[src/rtl/fmul_pkg.sv]
// Shared types and format constants for the parametrised FP multiplier.
// Latency: n/a (types and constant functions only).
// Backpressure: n/a.
package fmul_pkg;

    typedef enum logic [1:0] {
        RM_RNE = 2'b00,
        RM_RTZ = 2'b01,
        RM_RUP = 2'b10,
        RM_RDN = 2'b11
    } rmode_e;

    typedef enum logic [1:0] {
        OP_MUL  = 2'b00,
        OP_NMUL = 2'b01,
        OP_SQR  = 2'b10,
        OP_AMUL = 2'b11
    } fop_e;

    typedef struct packed {
        logic invalid;
        logic overflow;
        logic underflow;
        logic inexact;
    } fflags_t;

    typedef enum logic [1:0] {
        FC_ZERO = 2'b00,
        FC_NORM = 2'b01,
        FC_INF  = 2'b10,
        FC_NAN  = 2'b11
    } fclass_e;

    // Canonical quiet NaN: sign 0, exponent all-ones, only mantissa MSB set.
    function automatic logic [63:0] qnan_bits(input int exp_w, input int man_w);
        return (((64'd1 << exp_w) - 64'd1) << man_w) | (64'd1 << (man_w - 1));
    endfunction

    // Largest finite magnitude (sign bit excluded).
    function automatic logic [63:0] max_finite_bits(input int exp_w, input int man_w);
        return (((64'd1 << exp_w) - 64'd2) << man_w) | ((64'd1 << man_w) - 64'd1);
    endfunction

    // Zero exponent means zero here: subnormals are flushed on entry.
    function automatic fclass_e classify(input logic exp_ones, input logic exp_zero,
                                         input logic man_nz);
        if (exp_ones) return man_nz ? FC_NAN : FC_INF;
        if (exp_zero) return FC_ZERO;
        return FC_NORM;
    endfunction

endpackage

[src/rtl/fmul_round.sv]
// Normalise, round and pack the raw mantissa product of a finite non-zero multiply.
// Latency: combinational.
// Backpressure: none; values are consumed by the output stage register.
// Ports: prod (hidden-bit product), exp_in (unnormalised biased exponent, two's
// complement), sign, rmode -> result (packed word), flags {inv, ovf, unf, inx}.
module fmul_round
    import fmul_pkg::*;
#(
    parameter int EXP_W = 8,
    parameter int MAN_W = 23
) (
    input  logic [2*MAN_W+1:0]   prod,
    input  logic [EXP_W+1:0]     exp_in,
    input  logic                 sign,
    input  logic [1:0]           rmode,
    output logic [EXP_W+MAN_W:0] result,
    output logic [3:0]           flags
);

    localparam int PW = 2*MAN_W + 2;
    localparam int XW = EXP_W + 2;
    localparam logic [63:0]   MAXF64   = max_finite_bits(EXP_W, MAN_W);
    localparam logic [XW-1:0] EXP_ONES = {2'b00, {EXP_W{1'b1}}};

    logic [PW-2:0]    norm;
    logic [MAN_W-1:0] mant;
    logic [MAN_W-1:0] mant_rnd;
    logic             g, r, s, inc, carry;
    logic [XW-1:0]    adj;
    logic [XW-1:0]    e;
    fflags_t          f;

    always_comb begin
        // Product of two [1,2) values lies in [1,4): at most one left shift.
        // The leading one is implicit and dropped from norm.
        norm = prod[PW-1] ? prod[PW-2:0] : {prod[PW-3:0], 1'b0};
        mant = norm[PW-2 -: MAN_W];
        g    = norm[PW-2-MAN_W];
        r    = norm[PW-3-MAN_W];
        s    = |norm[PW-4-MAN_W:0];

        case (rmode_e'(rmode))
            RM_RNE:  inc = g & (r | s | mant[0]);
            RM_RTZ:  inc = 1'b0;
            RM_RUP:  inc = ~sign & (g | r | s);
            default: inc = sign & (g | r | s);
        endcase

        // Mantissa wrap to zero on carry is exactly 1.0 with exponent + 1.
        {carry, mant_rnd} = {1'b0, mant} + {{MAN_W{1'b0}}, inc};
        adj = {{EXP_W{1'b0}}, {1'b0, prod[PW-1]} + {1'b0, carry}};
        e   = exp_in + adj;

        f         = '0;
        f.inexact = g | r | s;
        result    = {sign, e[EXP_W-1:0], mant_rnd};

        if (!e[XW-1] && (e >= EXP_ONES)) begin
            f.overflow = 1'b1;
            f.inexact  = 1'b1;
            case (rmode_e'(rmode))
                RM_RNE:  result = {sign, {EXP_W{1'b1}}, {MAN_W{1'b0}}};
                RM_RTZ:  result = {sign, MAXF64[EXP_W+MAN_W-1:0]};
                RM_RUP:  result = sign ? {sign, MAXF64[EXP_W+MAN_W-1:0]}
                                       : {sign, {EXP_W{1'b1}}, {MAN_W{1'b0}}};
                default: result = sign ? {sign, {EXP_W{1'b1}}, {MAN_W{1'b0}}}
                                       : {sign, MAXF64[EXP_W+MAN_W-1:0]};
            endcase
        end else if (e[XW-1] || (e == '0)) begin
            // Would be subnormal or smaller: flush to signed zero.
            f.underflow = 1'b1;
            f.inexact   = 1'b1;
            result      = {sign, {(EXP_W+MAN_W){1'b0}}};
        end
    end

    assign flags = f;

endmodule

[src/rtl/fmul_pipe.sv]
// Pipelined parametrised FP multiplier (MUL/NMUL/SQR/AMUL, four rounding modes, flags).
// Latency: 3 cycles accept-to-out_valid; 1 beat/cycle throughput.
// Backpressure: stage-wise valid with combinational ready chain from out_ready; output held while stalled.
// Ports: clk, rst_n (async low); in_valid/in_ready with op1, op2, opc, r_mode;
// out_valid/out_ready with result and flags {invalid, overflow, underflow, inexact}.
module fmul_pipe
    import fmul_pkg::*;
#(
    parameter int EXP_W = 8,
    parameter int MAN_W = 23
) (
    input  logic                 clk,
    input  logic                 rst_n,
    input  logic                 in_valid,
    output logic                 in_ready,
    input  logic [EXP_W+MAN_W:0] op1,
    input  logic [EXP_W+MAN_W:0] op2,
    input  logic [1:0]           opc,
    input  logic [1:0]           r_mode,
    output logic                 out_valid,
    input  logic                 out_ready,
    output logic [EXP_W+MAN_W:0] result,
    output logic [3:0]           flags
);

    localparam int W  = 1 + EXP_W + MAN_W;
    localparam int XW = EXP_W + 2;
    localparam int MW = MAN_W + 1;
    localparam logic [XW-1:0] BIAS   = {3'b000, {(EXP_W-1){1'b1}}};
    localparam logic [63:0]   QNAN64 = qnan_bits(EXP_W, MAN_W);

    // Stage 1 combinational: unpack, classify, sign, exponent, special result.
    logic [W-1:0]  a, b;
    fclass_e       ca, cb;
    logic          sgn;
    logic [XW-1:0] exp_sum;
    logic          spc, spc_inv;
    logic [W-1:0]  spc_res;

    always_comb begin
        a  = op1;
        b  = (fop_e'(opc) == OP_SQR) ? op1 : op2;
        ca = classify(&a[W-2:MAN_W], ~|a[W-2:MAN_W], |a[MAN_W-1:0]);
        cb = classify(&b[W-2:MAN_W], ~|b[W-2:MAN_W], |b[MAN_W-1:0]);

        case (fop_e'(opc))
            OP_NMUL: sgn = ~(a[W-1] ^ b[W-1]);
            OP_AMUL: sgn = 1'b0;
            default: sgn = a[W-1] ^ b[W-1];
        endcase

        exp_sum = {2'b00, a[W-2:MAN_W]} + {2'b00, b[W-2:MAN_W]} - BIAS;

        spc     = 1'b1;
        spc_inv = 1'b0;
        spc_res = '0;
        if ((ca == FC_NAN) || (cb == FC_NAN) ||
            ((ca == FC_INF) && (cb == FC_ZERO)) || ((ca == FC_ZERO) && (cb == FC_INF))) begin
            spc_inv = 1'b1;
            spc_res = QNAN64[W-1:0];
        end else if ((ca == FC_INF) || (cb == FC_INF)) begin
            spc_res = {sgn, {EXP_W{1'b1}}, {MAN_W{1'b0}}};
        end else if ((ca == FC_ZERO) || (cb == FC_ZERO)) begin
            spc_res = {sgn, {(W-1){1'b0}}};
        end else begin
            spc = 1'b0;
        end
    end

    // Pipeline registers.
    logic          v1, s1_sgn, s1_spc, s1_inv;
    logic [XW-1:0] s1_exp;
    logic [MW-1:0] s1_ma, s1_mb;
    logic [1:0]    s1_rm;
    logic [W-1:0]  s1_spc_res;

    logic            v2, s2_sgn, s2_spc, s2_inv;
    logic [XW-1:0]   s2_exp;
    logic [2*MW-1:0] s2_prod;
    logic [1:0]      s2_rm;
    logic [W-1:0]    s2_spc_res;

    logic [W-1:0] rnd_res;
    logic [3:0]   rnd_flags;

    // A stage loads when empty or when its current content moves downstream.
    logic ld1, ld2, ld3;
    assign ld3      = ~out_valid | out_ready;
    assign ld2      = ~v2 | ld3;
    assign ld1      = ~v1 | ld2;
    assign in_ready = ld1;

    fmul_round #(
        .EXP_W (EXP_W),
        .MAN_W (MAN_W)
    ) u_round (
        .prod   (s2_prod),
        .exp_in (s2_exp),
        .sign   (s2_sgn),
        .rmode  (s2_rm),
        .result (rnd_res),
        .flags  (rnd_flags)
    );

    always_ff @(posedge clk or negedge rst_n) begin
        if (!rst_n) begin
            v1         <= 1'b0;
            s1_sgn     <= 1'b0;
            s1_spc     <= 1'b0;
            s1_inv     <= 1'b0;
            s1_exp     <= '0;
            s1_ma      <= '0;
            s1_mb      <= '0;
            s1_rm      <= '0;
            s1_spc_res <= '0;
            v2         <= 1'b0;
            s2_sgn     <= 1'b0;
            s2_spc     <= 1'b0;
            s2_inv     <= 1'b0;
            s2_exp     <= '0;
            s2_prod    <= '0;
            s2_rm      <= '0;
            s2_spc_res <= '0;
            out_valid  <= 1'b0;
            result     <= '0;
            flags      <= '0;
        end else begin
            if (ld1) begin
                v1 <= in_valid;
                if (in_valid) begin
                    s1_sgn     <= sgn;
                    s1_spc     <= spc;
                    s1_inv     <= spc_inv;
                    s1_exp     <= exp_sum;
                    s1_ma      <= {1'b1, a[MAN_W-1:0]};
                    s1_mb      <= {1'b1, b[MAN_W-1:0]};
                    s1_rm      <= r_mode;
                    s1_spc_res <= spc_res;
                end
            end
            if (ld2) begin
                v2 <= v1;
                if (v1) begin
                    s2_sgn     <= s1_sgn;
                    s2_spc     <= s1_spc;
                    s2_inv     <= s1_inv;
                    s2_exp     <= s1_exp;
                    s2_prod    <= {{MW{1'b0}}, s1_ma} * {{MW{1'b0}}, s1_mb};
                    s2_rm      <= s1_rm;
                    s2_spc_res <= s1_spc_res;
                end
            end
            if (ld3) begin
                out_valid <= v2;
                if (v2) begin
                    result <= s2_spc ? s2_spc_res : rnd_res;
                    flags  <= s2_spc ? {s2_inv, 3'b000} : rnd_flags;
                end
            end
        end
    end

endmodule

[config.mk]
export PLATFORM = sky130hd
export DESIGN_NAME = fmul_pipe
export DESIGN_NICKNAME = d
export VERILOG_FILES = /design/src/rtl/fmul_pkg.sv /design/src/rtl/fmul_round.sv /design/src/rtl/fmul_pipe.sv
export SDC_FILE = /design/constraint.sdc
export NUM_CORES = 2
export LEC_CHECK = 0
export ABC_AREA = 1
export CORE_ASPECT_RATIO = 0.75
export CORE_MARGIN = 2
export CORE_UTILIZATION = 45
export DETAILED_ROUTE_END_ITERATION = 16
export PLACE_DENSITY = 0.73
export RECOVER_POWER = 100
export SETUP_SLACK_MARGIN = 0.15
export SLEW_MARGIN = 20
export SYNTH_ARGS = -nofsm -noshare
export SYNTH_HDL_FRONTEND = slang
export SYNTH_SLANG_ARGS = --single-unit
[constraint.sdc]
create_clock -name clk -period 7.9 [get_ports clk]
set_clock_uncertainty 0.15 [all_clocks]
set_input_delay 1.975 -clock clk [delete_from_list [all_inputs] [get_ports clk]]
set_output_delay 1.975 -clock clk [all_outputs]
set_load 0.05 [all_outputs]
# After elaboration in Yosys (flattened, before gate mapping)
# Cells that the tools add are included.
[classes]
add_sub_neg = 5
n_mul = 1
order_cmp = 1
eq_ne = 9
muxes = 38
bitwise = 16
reduce_logical = 24
[op_table]
columns = ["cell", "count"]
rows = [
  ["32-bit 2-to-1 mux", 8],
  ["32-bit one-hot mux with 3 select lines", 1],
  ["24-bit by 24-bit multiplier with 48-bit output", 1],
  ["47-bit 2-to-1 mux", 1],
  ["23-bit OR reduction", 2],
  ["31-bit 2-to-1 mux", 1],
  ["23-bit by 1-bit adder with 24-bit output", 1],
  ["22-bit OR reduction", 1],
  ["2-bit 2-to-1 mux", 9],
  ["8-bit AND reduction", 2],
  ["8-bit OR reduction", 2],
  ["1-bit 2-to-1 mux", 15],
  ["2-bit == test, second input constant", 7],
  ["10-bit by 2-bit adder with 10-bit output", 1],
  ["10-bit by 8-bit greater-or-equal comparator with 1-bit output, second input constant", 1],
  ["10-bit logical NOT", 1],
  ["9-bit by 7-bit subtractor with 10-bit output, second input constant", 1],
  ["8-bit by 8-bit adder with 9-bit output", 1],
  ["1-bit OR", 7],
  ["2-bit logical NOT", 3],
  ["1-bit logical OR", 6],
  ["2-bit AND reduction", 3],
  ["1-bit NOT", 5],
  ["2-bit by 1-bit == test with 1-bit output, second input constant", 2],
  ["8 further kinds", 12],
]
[totals]
register_bits = 229
out_inout_bits = 38
wordCells = 114

# Longest topological paths before layout
[logic_depth]
depth_word = 14
ltp_mapped = 32

# Hierarchy
# From an unflattened synthesis, not the netlist that was laid out.
[unflattened]
hier_cells = 4202
area_unflattened_um2 = 29968.7
[by_module_without_submodules]
columns = ["module", "n_inst", "cells_per_inst", "area_each_um2"]
rows = [
  ["fmul_pipe", 1, 3702, 27724.1],
  ["fmul_round", 1, 500, 2244.7],
]

# Worst setup path after synthesis
# OpenSTA, ideal clock, no wires.
[synth_path]
kind = "reg2reg"
startpoint = "reg s1_ma[13]"
endpoint = "reg s2_prod[45]"
setup_ns = 0.118
arrival_ns = 5.946
slack_ns = 1.686
path_stages_with_launch = 30
synth_period_minus_slack_ns = 6.214
path_cell_list = "dfrtp_1 clkbuf_1 clkbuf_1 nand2_1 fa_1 inv_1 fa_1 inv_1 fa_1 inv_1 fa_1 inv_1 fa_1 inv_1 fa_1 inv_1 fa_1 inv_1 ha_1 nand2_1 nor2_1 inv_1 nor2_1 inv_1 nor3_1 nand2_1 nand3_1 nand2_1 nand3_1 nand2_1"
[synth_between]
elab_chain_len = 1
[synth_rtl]
columns = ["element", "line", "rtl"]
rows = [
  ["start, declared", "fmul_pipe.sv:73", "logic [MW-1:0] s1_ma, s1_mb;"],
  ["start signal, assigned", "fmul_pipe.sv:135", "s1_ma <= {1'b1, a[MAN_W-1:0]};"],
  ["24-bit by 24-bit multiplier with 48-bit output", "fmul_pipe.sv:148", "s2_prod <= {{MW{1'b0}}, s1_ma} * {{MW{1'b0}}, s1_mb};"],
  ["end signal, assigned", "fmul_pipe.sv:148", ""],
  ["end, declared", "fmul_pipe.sv:79", "logic [2*MW-1:0] s2_prod;"],
]
# Every way passes these cells.
# A chain may end at the register's enable or synchronous reset.

# Worst setup path after layout
[layout_path]
startpoint = "reg s1_ma[19]"
endpoint = "reg s2_prod[24]"
# Same word-level chain as after synthesis.

==> results list <==
- The flow ran to the end, but the final reports show violations.
- The checks that failed: capacitance limit, slew limit.
* Post-placement setup slack: ~670 ps
* Leading cell type in the layout, fill and taps excluded: sky130_fd_sc_hd__nand2_1
- For this run, design rule violations remaining after detail routing come to 0.
- Met1 Usage GRT: between 30 and 40%
- Filler cell count in the final layout: 6,372
- Half-perimeter wire length of the detailed placement result: ~66,000 um
- Data on the critical path is required at its endpoint by between 8000 and 9000 ps.
- Root buffer cell: sky130_fd_sc_hd__clkbuf_16
- Die width: about 300 um
- Data arrival time of the critical path: roughly 7600 ps
- DR iter-0 viols: 2,371
- Worst Tran Pin Value: 3883 ps
- Summing the areas of all and, or, nand and nor instances in the mapped netlist gives 22.51% of the synthesized area.
- The worst pin sits at a relative slew slack of -158.9%.
- Critical path launch point type: flop
- Number of resized instances in the post-cts repair step: 0
- Multiplexer fraction of the synthesized cell area: 0%
- Broken down by cell family, the worst path's largest delay share belongs to adder cells.
* Clock latency reported for the late side of the worst-skew pair: 470 ps
- Largest net degree at the start of global routing: 95
* Final setup fails: 0
- After clock tree synthesis, the flow added hold-fix buffers numbering 0.
- Wire length after detailed routing: between 80,000 and 90,000 um
- Core outline area: between 60,000 and 70,000 sq um
* Die Height: roughly 230 um
- The congestion estimate from routability-driven global placement came to 0.9717.
* Layout-stage area growth over the synthesis result: 8.151%
- TritonCTS clock tree: built
* Die Area: a little under 70,000 sq um
- Fraction of the yosys area taken by sequential cells: 14.32%
- The smallest clock period supported by the final layout is computed as roughly 7400 ps.
- Final setup slack of the worst path: ~470 ps
* Yosys reg bits: 168
- In the final layout, the share of cells above drive strength 1 is ~3%.
- Starting density of the core: between 40% and 50%
* Final antenna-violating net count: 0
- Total number of clock tree sinks: about 170
- The signal on the critical path passes through nand2_1 -> fa_1 -> inv_1 -> fa_1 -> inv_1 -> fa_1 -> inv_1 -> fa_1 -> fa_1 -> fa_1 -> inv_1 -> fa_1 -> inv_1 -> ha_1 -> a21oi_1 -> o21ai_0 -> a21oi_1 -> nand3_1 -> or2_2 -> nand3_1 -> o21ai_0.
- Main combinational cell family by area after synthesis: adder cells
* Crit share post-route: 94.04%
* Fin nets: 4,788
- On the worst path, the slowest cell contributes a delay of ~1100 ps.
* Adder-cell share of the synthesized area: around two fifths
- On the critical path, the stage with the largest delay is an instance of sky130_fd_sc_hd__dfrtp_1.
* Number of vias after detailed routing: 24.82k
* Max-slew violation total from the final report: 361
- Wire length per cell after detailed routing: 16.55 um
- Counting the buffers created by CTS gives 17.
- Global-route congestion overflow total: 0
- Of all nets on the critical path, the largest fanout is 25.
- Met3 Usage GRT: around 5.6%
- Crit. End Element: flop
- Maximum clock frequency: around 0.13 GHz
- In this run the cell area of the synthesized design comes to approximately 30,000 sq um.
* Post-Synth XOR/XNOR Area: less than 1%
- Number of antenna violations at the first check in global routing: 4
- Class of the most critical setup path: reg -> reg
- Buffers plus inverters on the worst setup path: 5
* RSZ-0062 raised after global routing: no
- Maximum root-to-sink buffer count: 2
- Max H-tree Level: 4
* Global routing usage on met2: 38.77%
- Most frequent cell on the critical path: sky130_fd_sc_hd__fa_1
* Final hold violation count: 0
* TritonRoute pass-1 iters: 6
* Instance count of the mapped netlist: 4,041
- After clock tree synthesis, the clock-pin slew on the worst setup and hold paths is ~80 ps.
- Compound-cell area share of the yosys netlist: under 10%
* Average footprint of a synthesized cell: around 7.3 sq um
* Number of warnings issued by yosys: 0
* Final total negative setup slack: 0 ps
* Number of antenna diodes: 0
- Setup Fix Bufs, Post-CTS: 0
* Number of global-route vias before repair: 25.28k
- The layer flagged by global routing as most heavily used is met2.
- In the layout the commonest cells are sky130_fd_sc_hd__nand2_1, sky130_fd_sc_hd__inv_1, sky130_fd_sc_hd__fa_1.
* Path class of the lowest-slack min-delay path: reg -> reg
* Post-Synthesis Net Count: about 4.8k
- GRT Overall Usage: 25.31%
- Max-cap violations in this run came to 6.
* Global-route wire length before repair: between 100,000 and 150,000 um
- Dividing the detail-routed via count by the number of cells gives just over 5.
* Number of distinct standard cells referenced by the synthesized netlist: just over 40
- Quantity of I/O buffers inserted on ports: about 110
- In this run the core area contains 81 standard-cell rows.
- Number of top-level pins: 110
-- kinds of logic after synthesis --
kind of cell / count (synthesis)
AND/OR/NAND/NOR: 1656
AO/OA/AOI/OAI: 261
flip-flops: 168
XOR/XNOR: 33
buffers and inverters: 1245
adder cells (fa/ha/maj): 678
-- registers in the layout, indices dropped and copies added (netlist names), 2 cells and up --
name,cells
s1_mb,23
s1_ma,24
s1_exp,10
s2_exp,10
s2_rm,2
s1_rm,2
flags,4
s1_spc_res,3
result,32
s2_spc_res,3
s2_prod,48
-- tightest hold or removal path, cell delays in order (launching register included) --
cell,delay (ps)
sky130_fd_sc_hd__dfrtp_1,340
sky130_fd_sc_hd__nand2_1,50
sky130_fd_sc_hd__nand2_1,50
-- worst paths after layout --
kind / startpoint / end / slack, ps / depth (start not counted)
min in group asynchronous: rst_n / s2_prod[2] / 2600 / 1
worst min-delay path: s2_prod[2] / s2_prod[2] / 320 / 2
worst max-delay path: s1_ma[19] / s2_prod[24] / 470 / 21
worst max register to register: s1_ma[19] / s2_prod[24] / 470 / 21
max in group asynchronous: rst_n / s2_prod[31] / 2060 / 2
worst min register to register: s2_prod[2] / s2_prod[2] / 320 / 2
-- through the flow --
step	hold WS, ps	cell area, sq um	instances	utilization (%)
after floorplan	290.7	29350	4041	-
after global placement	306.7	31190	4890	48.09
after detailed placement	309.6	31190	4890	48.09
after CTS	327.7	31790	4922	49.01
after global routing	341.7	31740	4922	48.94
final	319.6	31740	4922	48.94
-- Yosys cell counts --
cell type                   number  area, sq um
sky130_fd_sc_hd__nand2_1      1291         4846
sky130_fd_sc_hd__inv_1        1055         3960
sky130_fd_sc_hd__fa_1          484         9689
sky130_fd_sc_hd__ha_1          194         2427
sky130_fd_sc_hd__dfrtp_1       168         4204
sky130_fd_sc_hd__clkbuf_1      165        619.3
sky130_fd_sc_hd__nor2_1        160        600.6
sky130_fd_sc_hd__o21ai_0       152        760.7
sky130_fd_sc_hd__nand3_1       114        570.6
sky130_fd_sc_hd__a21oi_1        57        285.3
sky130_fd_sc_hd__nand4_1        26        162.7
sky130_fd_sc_hd__xnor2_1        21        183.9
sky130_fd_sc_hd__o21ai_1        20        100.1
sky130_fd_sc_hd__or2_2          15        93.84
sky130_fd_sc_hd__xor2_1         12        105.1
sky130_fd_sc_hd__nand3b_1       11        82.58
sky130_fd_sc_hd__nor3_1         11        55.05
sky130_fd_sc_hd__nor4_1         11        68.82
sky130_fd_sc_hd__buf_2           8        40.04
sky130_fd_sc_hd__o21bai_1        8        60.06
sky130_fd_sc_hd__buf_1           7        26.28
sky130_fd_sc_hd__o21ai_2         7        61.31
sky130_fd_sc_hd__nor2_2          6        37.54
sky130_fd_sc_hd__nand2_2         5        31.28
sky130_fd_sc_hd__buf_6           4        45.04
sky130_fd_sc_hd__o211ai_1        4        30.03
sky130_fd_sc_hd__o21a_1          4        30.03
sky130_fd_sc_hd__a31oi_1         3        18.77
sky130_fd_sc_hd__buf_4           3        22.52
sky130_fd_sc_hd__nor2_4          2        22.52
sky130_fd_sc_hd__o22ai_1         2        12.51
sky130_fd_sc_hd__o31ai_1         2        15.01
sky130_fd_sc_hd__a21boi_0        1        7.510
sky130_fd_sc_hd__and2_1          1        6.260
sky130_fd_sc_hd__buf_12          1        20.02
sky130_fd_sc_hd__clkbuf_2        1        5.000
sky130_fd_sc_hd__inv_4           1        6.260
sky130_fd_sc_hd__nand2_4         1        11.26
sky130_fd_sc_hd__nand3_2         1        10.01
sky130_fd_sc_hd__nor3b_1         1        7.510
sky130_fd_sc_hd__o2111ai_1       1        8.760
-- area by class of cell --
type	count	area (sq um)	share of cell area, %
Multi-Input combinational cell	2628	20390	64.25
Sequential cell	168	4208	13.26
Inverter	1056	3965	12.49
Timing Repair Buffer	167	1490	4.695
Tap cell	871	1090	3.433
Clock buffer	19	442.9	1.395
Clock inverter	13	152.6	0.4809
-- routing by layer --
layer | part of all wire [%] | routed length, um | up-vias
li1 | - | - | 11644
met1 | 44 | 35930 | 11964
met2 | 43 | 35090 | 1052
met3 | 10 | 8157 | 155
met4 | 2.8 | 2253 | 6
met5 | 0.050 | 41 | -
Power is not shown: default switching activity piles up to over one toggle a cycle in this logic, so the estimate is an artifact.
